[src/rtl/oa22_bist_pkg.sv]
// Shared types and constants for the OA22 cell BIST controller.
//   state_t     : controller FSM states
//   VEC_LAST    : final input vector of a pass
//   oa22_expect : reference truth of a good OA22 cell, q = (i0 | i1) & i2
package oa22_bist_pkg;

    localparam int unsigned VEC_W = 3;
    localparam int unsigned ERR_W = 4;
    localparam int unsigned CNT_W = 4;

    typedef enum logic [1:0] {
        IDLE,
        DRIVE,
        CHECK,
        DONE
    } state_t;

    localparam logic [VEC_W-1:0] VEC_LAST = 3'd7;

    function automatic logic oa22_expect(input logic [VEC_W-1:0] v);
        return (v[0] | v[1]) & v[2];
    endfunction

endpackage

[src/rtl/oa22_bist_settle_cnt.sv]
// Drive-phase settle timer: counts cycles spent driving one vector.
//   ck        : clock
//   rst       : synchronous active-high reset
//   load      : restart the count (asserted on the cycle that enters DRIVE)
//   en        : high while in DRIVE
//   expired_c : combinational, high on the last of SETTLE drive cycles
module oa22_bist_settle_cnt
    import oa22_bist_pkg::*;
#(
    parameter int unsigned SETTLE = 2
) (
    input  logic ck,
    input  logic rst,
    input  logic load,
    input  logic en,
    output logic expired_c
);

    logic [CNT_W-1:0] cnt;

    // Count drive cycles; cleared whenever a new vector is about to be driven.
    always_ff @(posedge ck) begin
        if (rst) begin
            cnt <= '0;
        end else if (load) begin
            cnt <= '0;
        end else if (en) begin
            cnt <= cnt + CNT_W'(1);
        end
    end

    assign expired_c = en && (cnt == CNT_W'(SETTLE - 1));

endmodule

[src/rtl/oa22_bist_ctrl.sv]
// Exhaustive BIST controller for a single OA22 cell: walks vec 0..7, holds
// each vector SETTLE cycles, samples q_i once, and counts mismatches.
//   ck, rst          : clock, synchronous active-high reset
//   start            : one-cycle pass request (ignored unless idle)
//   i0_o, i1_o, i2_o : drives to the cell under test
//   q_i              : cell output
//   busy, done       : pass running / one-cycle end-of-pass pulse
//   pass, err_cnt    : result and mismatch count of the last pass
// Optional macro OA22_BIST_FAILLOG_EN adds fail_vec/fail_vld, the first
// failing vector of the pass.
module oa22_bist_ctrl
    import oa22_bist_pkg::*;
#(
    parameter int unsigned SETTLE = 2
) (
    input  logic             ck,
    input  logic             rst,
    input  logic             start,
    output logic             i0_o,
    output logic             i1_o,
    output logic             i2_o,
    input  logic             q_i,
    output logic             busy,
    output logic             done,
    output logic             pass,
    output logic [ERR_W-1:0] err_cnt
`ifdef OA22_BIST_FAILLOG_EN
    ,
    output logic [VEC_W-1:0] fail_vec,
    output logic             fail_vld
`endif
);

    state_t           state;
    logic [VEC_W-1:0] vec;
    logic             settle_load_c;
    logic             settle_exp_c;
    logic             mismatch_c;
    logic [ERR_W-1:0] err_nxt_c;

    // A new vector starts driving on a start from idle or after a non-final check.
    assign settle_load_c = ((state == IDLE) && start) ||
                           ((state == CHECK) && (vec != VEC_LAST));

    assign mismatch_c = (state == CHECK) && (q_i != oa22_expect(vec));
    // Saturate rather than wrap; a pass cannot exceed 8 anyway.
    assign err_nxt_c  = (mismatch_c && (err_cnt != '1)) ? err_cnt + ERR_W'(1) : err_cnt;

    oa22_bist_settle_cnt #(
        .SETTLE(SETTLE)
    ) u_settle (
        .ck       (ck),
        .rst      (rst),
        .load     (settle_load_c),
        .en       (state == DRIVE),
        .expired_c(settle_exp_c)
    );

    // Controller FSM with registered outputs.
    always_ff @(posedge ck) begin
        if (rst) begin
            state                <= IDLE;
            vec                  <= '0;
            err_cnt              <= '0;
            pass                 <= 1'b0;
            done                 <= 1'b0;
            busy                 <= 1'b0;
            {i2_o, i1_o, i0_o}   <= '0;
`ifdef OA22_BIST_FAILLOG_EN
            fail_vec             <= '0;
            fail_vld             <= 1'b0;
`endif
        end else begin
            done <= 1'b0;
            case (state)
                IDLE: begin
                    if (start) begin
                        state              <= DRIVE;
                        vec                <= '0;
                        err_cnt            <= '0;
                        busy               <= 1'b1;
                        {i2_o, i1_o, i0_o} <= '0;
`ifdef OA22_BIST_FAILLOG_EN
                        fail_vec           <= '0;
                        fail_vld           <= 1'b0;
`endif
                    end
                end
                DRIVE: begin
                    if (settle_exp_c) begin
                        state <= CHECK;
                    end
                end
                CHECK: begin
                    err_cnt <= err_nxt_c;
`ifdef OA22_BIST_FAILLOG_EN
                    if (mismatch_c && !fail_vld) begin
                        fail_vec <= vec;
                        fail_vld <= 1'b1;
                    end
`endif
                    if (vec == VEC_LAST) begin
                        state              <= DONE;
                        busy               <= 1'b0;
                        done               <= 1'b1;
                        pass               <= (err_nxt_c == '0);
                        {i2_o, i1_o, i0_o} <= '0;
                    end else begin
                        state              <= DRIVE;
                        vec                <= vec + VEC_W'(1);
                        {i2_o, i1_o, i0_o} <= vec + VEC_W'(1);
                    end
                end
                DONE: begin
                    state <= IDLE;
                end
                default: begin
                    state <= IDLE;
                end
            endcase
        end
    end

endmodule
[config.mk]
export PLATFORM = sky130hd
export DESIGN_NAME = oa22_bist_ctrl
export DESIGN_NICKNAME = d
export VERILOG_FILES = /design/src/rtl/oa22_bist_pkg.sv /design/src/rtl/oa22_bist_settle_cnt.sv /design/src/rtl/oa22_bist_ctrl.sv
export SDC_FILE = /design/constraint.sdc
export NUM_CORES = 1
export LEC_CHECK = 0
export CORE_ASPECT_RATIO = 0.7
export CORE_MARGIN = 1.5
export CORE_UTILIZATION = 40
export CTS_BUF_LIST = sky130_fd_sc_hd__clkbuf_16
export DETAILED_ROUTE_END_ITERATION = 10
export GPL_TIMING_DRIVEN = 0
export HOLD_SLACK_MARGIN = 0.03
export PLACE_DENSITY = 0.63
export SLEW_MARGIN = 5
export SYNTH_ARGS = -nofsm -noshare
export SYNTH_HDL_FRONTEND = slang
export SYNTH_SLANG_ARGS = --single-unit
[constraint.sdc]
create_clock -name ck -period 1.6 [get_ports ck]
set_clock_uncertainty 0.1 [all_clocks]
set_input_delay 0.32 -clock ck [delete_from_list [all_inputs] [get_ports ck]]
set_output_delay 0.32 -clock ck [all_outputs]
set_load 0.02 [all_outputs]
==> impl_metrics.py <==
metrics = {
    "clock_network": {
        "cts.clk_slew.worst_paths_ns": 0.05,
        "cts-htree-levels": 1,
        "cts_inserted_buffers": 3,
        "maximum_clock_insertion_buffer_count": 2,
        "numClockSinks": 19,
        "tritoncts": "built",
        "clk-insertion-delay-late_ns": 0.25,
        "clock_tree.root_cell": "sky130_fd_sc_hd__clkbuf_16",
    },
    "grt": {
        "globalRoute.totalOverflow": 0,
        "vias_in_the_first_global_route": 670,
        "grt_start_max_net_pins": 11,
        "grt_pass1_wl_um": 2884,
        "grt_antenna_before_repair": 0,
        "grt_usage_pct": 14.65,
    },
    "critical_path": {
        "end_kind": "flip-flop",
        "largest_fanout_on_the_critical_path": 5,
        "critical_path_start_type": "flip-flop",
        "worst_ep_required_time_ns": 1.62,
        "worst-endpoint-arrival_ns": 1.66,
        "worst-setup-path-type": "reg -> reg",
    },
    "yosys": {
        "synth_area_per_cell_um2": 8.678,
        "post_synthesis_sequential_element_count": 19,
        "netlist-cell-type-count": 32,
        "postSynthCellCount": 109,
        "netlist_area_um2": 945.9,
        "ys_warn_count": 0,
        "synthesis.nets": 119,
        "seq_area_frac_synth_pct": 40.21,
    },
    "timing": {
        "post-route-worst-setup-slack_ns": -0.04112,
        "fin_crit_sh_pct": 102.6,
        "slew_of_the_pin_with_the_lowest_slew_margin_ns": 0.5905,
        "max-slew-margin-rel_pct": 60.37,
        "hold_vio_cnt_final": 0,
        "grt_setup_unrepaired": "yes",
        "final_setup_fails": 4,
        "fin_setup_tns_ns": -0.09902,
        "finalCriticalPeriod_ns": 1.641,
        "drv_slew": 0,
        "clock.fmax_mhz": 609.3,
        "whs_ns": 0.3345,
    },
    "placed_design": {
        "place.port_buffers": 12,
        "detailed_place_hpwl_um": 1291,
        "dpl_cell_area_um2": 1115,
        "gpl.final_weighted_congestion": 0.7433,
    },
    "detailed_routing": {
        "dr_wl_met3_um": 116,
        "detail_route.first_pass.iterations": 4,
        "drt-vias-per-instance": 4.950,
        "dr.first_iter.drc_count": 14,
        "met2_wirelength_um": 919,
        "remaining_design_rule_violation_count": 0,
        "wl_per_instance_um": 11.94,
        "maxUsedRoutingLayer": "met3",
        "ant_nets": 0,
        "route.final.wire_length_um": 1922,
        "detailroute.via_count": 797,
        "wl_met1_um": 886,
    },
    "floorplanning": {
        "die-area_um2": 2670,
        "die_width_um": 61.12,
        "initial_core_util_pct": 43.20,
        "die-height_um": 43.69,
        "floorplan.core_area_um2": 2190,
        "i_o_pins": 14,
        "placementRows": 14,
    },
    "finish": {
        "fin_area_um2": 1276,
        "post-route-util_pct": 58.29,
        "drive_gt1_share_pct": 21.71,
        "area_delta_synth_final_pct": 34.92,
        "insertedDiodeCount": 0,
        "filler_cell_count": 201,
        "nNetsFinal": 140,
    },
    "pwr": {
        "ir_drop_v": 0.0007236,
        "p_per_area_nw_per_um2": 858.8,
        "leakage_nw": 0.5517,
        "design_power_total_mw": 1.096,
    },
    "run_status": {
        "status": "finished, violations left",
        "failed_checks": "negative setup slack",
    },
    "run": {
        "maxCapViolations": 0,
    },
    "worst_hold_path": {
        "hold_path.class": "in -> reg",
    },
}
## critical path, stage by stage (launching register included)
cell	delay [ns]
sky130_fd_sc_hd__dfxtp_4	0.37
sky130_fd_sc_hd__inv_1	0.05
sky130_fd_sc_hd__ha_2	0.15
sky130_fd_sc_hd__nand2b_4	0.15
sky130_fd_sc_hd__xnor2_4	0.20
sky130_fd_sc_hd__buf_4	0.15
sky130_fd_sc_hd__nand4b_1	0.10
sky130_fd_sc_hd__a21oi_1	0.18
sky130_fd_sc_hd__nor3_1	0.07
## flip-flops by register name (all words and copies together), names as in the netlist
| register | count |
|---|---|
| err_cnt | 4 |
| u_settle.cnt | 4 |
| i1_o | 1 |
| pass | 1 |
| i0_o | 1 |
| done | 1 |
| state | 2 |
| vec | 3 |
| busy | 1 |
| i2_o | 1 |
## cells in the final DEF (no fill, tap or decap), types with 3 or more instances in the layout
master	n
sky130_fd_sc_hd__clkbuf_16	3
sky130_fd_sc_hd__a21oi_1	15
sky130_fd_sc_hd__inv_1	3
sky130_fd_sc_hd__xor2_1	3
sky130_fd_sc_hd__buf_4	3
sky130_fd_sc_hd__o21ai_1	3
sky130_fd_sc_hd__nand4_1	3
sky130_fd_sc_hd__nor2_1	14
sky130_fd_sc_hd__nor3_1	3
sky130_fd_sc_hd__dlygate4sd2_1	8
sky130_fd_sc_hd__dfxtp_1	16
sky130_fd_sc_hd__nand2_1	11
## where the power goes
part	switching (mW)	total, mW	internal [mW]
registers	0.00879	0.489	0.480
logic	0.0611	0.104	0.0425
clock network	0.172	0.504	0.332
## layout make-up
class,instances,area (um^2),area share (%)
plain buffers,3,18.77,1.471
repair buffers,16,148.9,11.67
inverters,4,15.01,1.176
well taps,32,40.04,3.137
clock buffers,3,75.07,5.882
multi-input cells,83,585.6,45.88
flip-flops and latches,19,389.1,30.49
clock inverters,1,3.754,0.2941
## synthesized netlist by cell type
| library cell | count | area share (%) |
|---|---|---|
| sky130_fd_sc_hd__a211oi_1 | 1 | 0.79 |
| sky130_fd_sc_hd__a21boi_1 | 1 | 0.79 |
| sky130_fd_sc_hd__a21oi_1 | 15 | 7.9 |
| sky130_fd_sc_hd__a31oi_1 | 2 | 1.3 |
| sky130_fd_sc_hd__a32o_1 | 1 | 1.1 |
| sky130_fd_sc_hd__and2b_1 | 2 | 1.6 |
| sky130_fd_sc_hd__and3_1 | 1 | 0.66 |
| sky130_fd_sc_hd__buf_6 | 1 | 1.2 |
| sky130_fd_sc_hd__clkbuf_1 | 2 | 0.79 |
| sky130_fd_sc_hd__dfxtp_1 | 19 | 40 |
| sky130_fd_sc_hd__ha_1 | 6 | 7.9 |
| sky130_fd_sc_hd__inv_1 | 3 | 1.2 |
| sky130_fd_sc_hd__inv_2 | 1 | 0.40 |
| sky130_fd_sc_hd__mux2i_1 | 1 | 1.1 |
| sky130_fd_sc_hd__nand2_1 | 11 | 4.4 |
| sky130_fd_sc_hd__nand2b_1 | 1 | 0.66 |
| sky130_fd_sc_hd__nand2b_4 | 1 | 1.5 |
| sky130_fd_sc_hd__nand3_1 | 3 | 1.6 |
| sky130_fd_sc_hd__nand4_1 | 3 | 2.0 |
| sky130_fd_sc_hd__nand4b_1 | 1 | 0.93 |
| sky130_fd_sc_hd__nor2_1 | 15 | 6.0 |
| sky130_fd_sc_hd__nor2_2 | 1 | 0.66 |
| sky130_fd_sc_hd__nor2b_1 | 2 | 1.3 |
| sky130_fd_sc_hd__nor3_1 | 3 | 1.6 |
| sky130_fd_sc_hd__nor3b_2 | 1 | 1.3 |
| sky130_fd_sc_hd__o21ai_1 | 3 | 1.6 |
| sky130_fd_sc_hd__o21ai_4 | 1 | 1.7 |
| sky130_fd_sc_hd__or2_0 | 1 | 0.66 |
| sky130_fd_sc_hd__or2_2 | 1 | 0.66 |
| sky130_fd_sc_hd__xnor2_1 | 1 | 0.93 |
| sky130_fd_sc_hd__xnor2_4 | 1 | 2.9 |
| sky130_fd_sc_hd__xor2_1 | 3 | 2.8 |
## stage by stage
| stage | worst slack (ns) | instances |
|---|---|---|
| 2_1_floorplan | 0.01350 | 109 |
| 4_1_cts | -0.02978 | 159 |
| 3_5_place_dp | -0.2082 | 153 |
| 3_3_place_gp | -0.2062 | 153 |
| 6_report | -0.04112 | 161 |
| 5_1_grt | -0.1205 | 161 |
## cells by family after synthesis
| family | Yosys count | share of synthesized area (%) |
|---|---|---|
| multiplexers | 1 | 1.058 |
| AO/OA/AOI/OAI | 24 | 15.21 |
| buffers and inverters | 7 | 3.571 |
| XOR/XNOR | 5 | 6.615 |
| adder cells (fa/ha/maj) | 6 | 7.936 |
| AND/OR/NAND/NOR | 47 | 25.40 |
| flip-flops | 19 | 40.21 |
## path summary, 6_finish.rpt
path / startpoint / end / slack (ns) / cells past startpoint
max: vec[1] / err_cnt[2] / -0.04 / 8
min: rst / i2_o / 0.33 / 2
max reg2reg: vec[1] / err_cnt[2] / -0.04 / 8
min reg2reg: i2_o / i2_o / 0.36 / 2
## routing by layer
metal  global-route usage, %  vias up
li1                        -      414
met1                   18.85      363
met2                   23.40       20
met3                   5.970        0
met4                   2.609        0
met5                       0        -
## repair_timing
item,4_1_cts,5_1_grt
hold buffers,0,0
pin swaps,5,6
gates resized for setup,10,15
setup buffers,2,2
endpoints found under the setup margin,19,14
No activity file was read; power rests on OpenSTA's default activity.
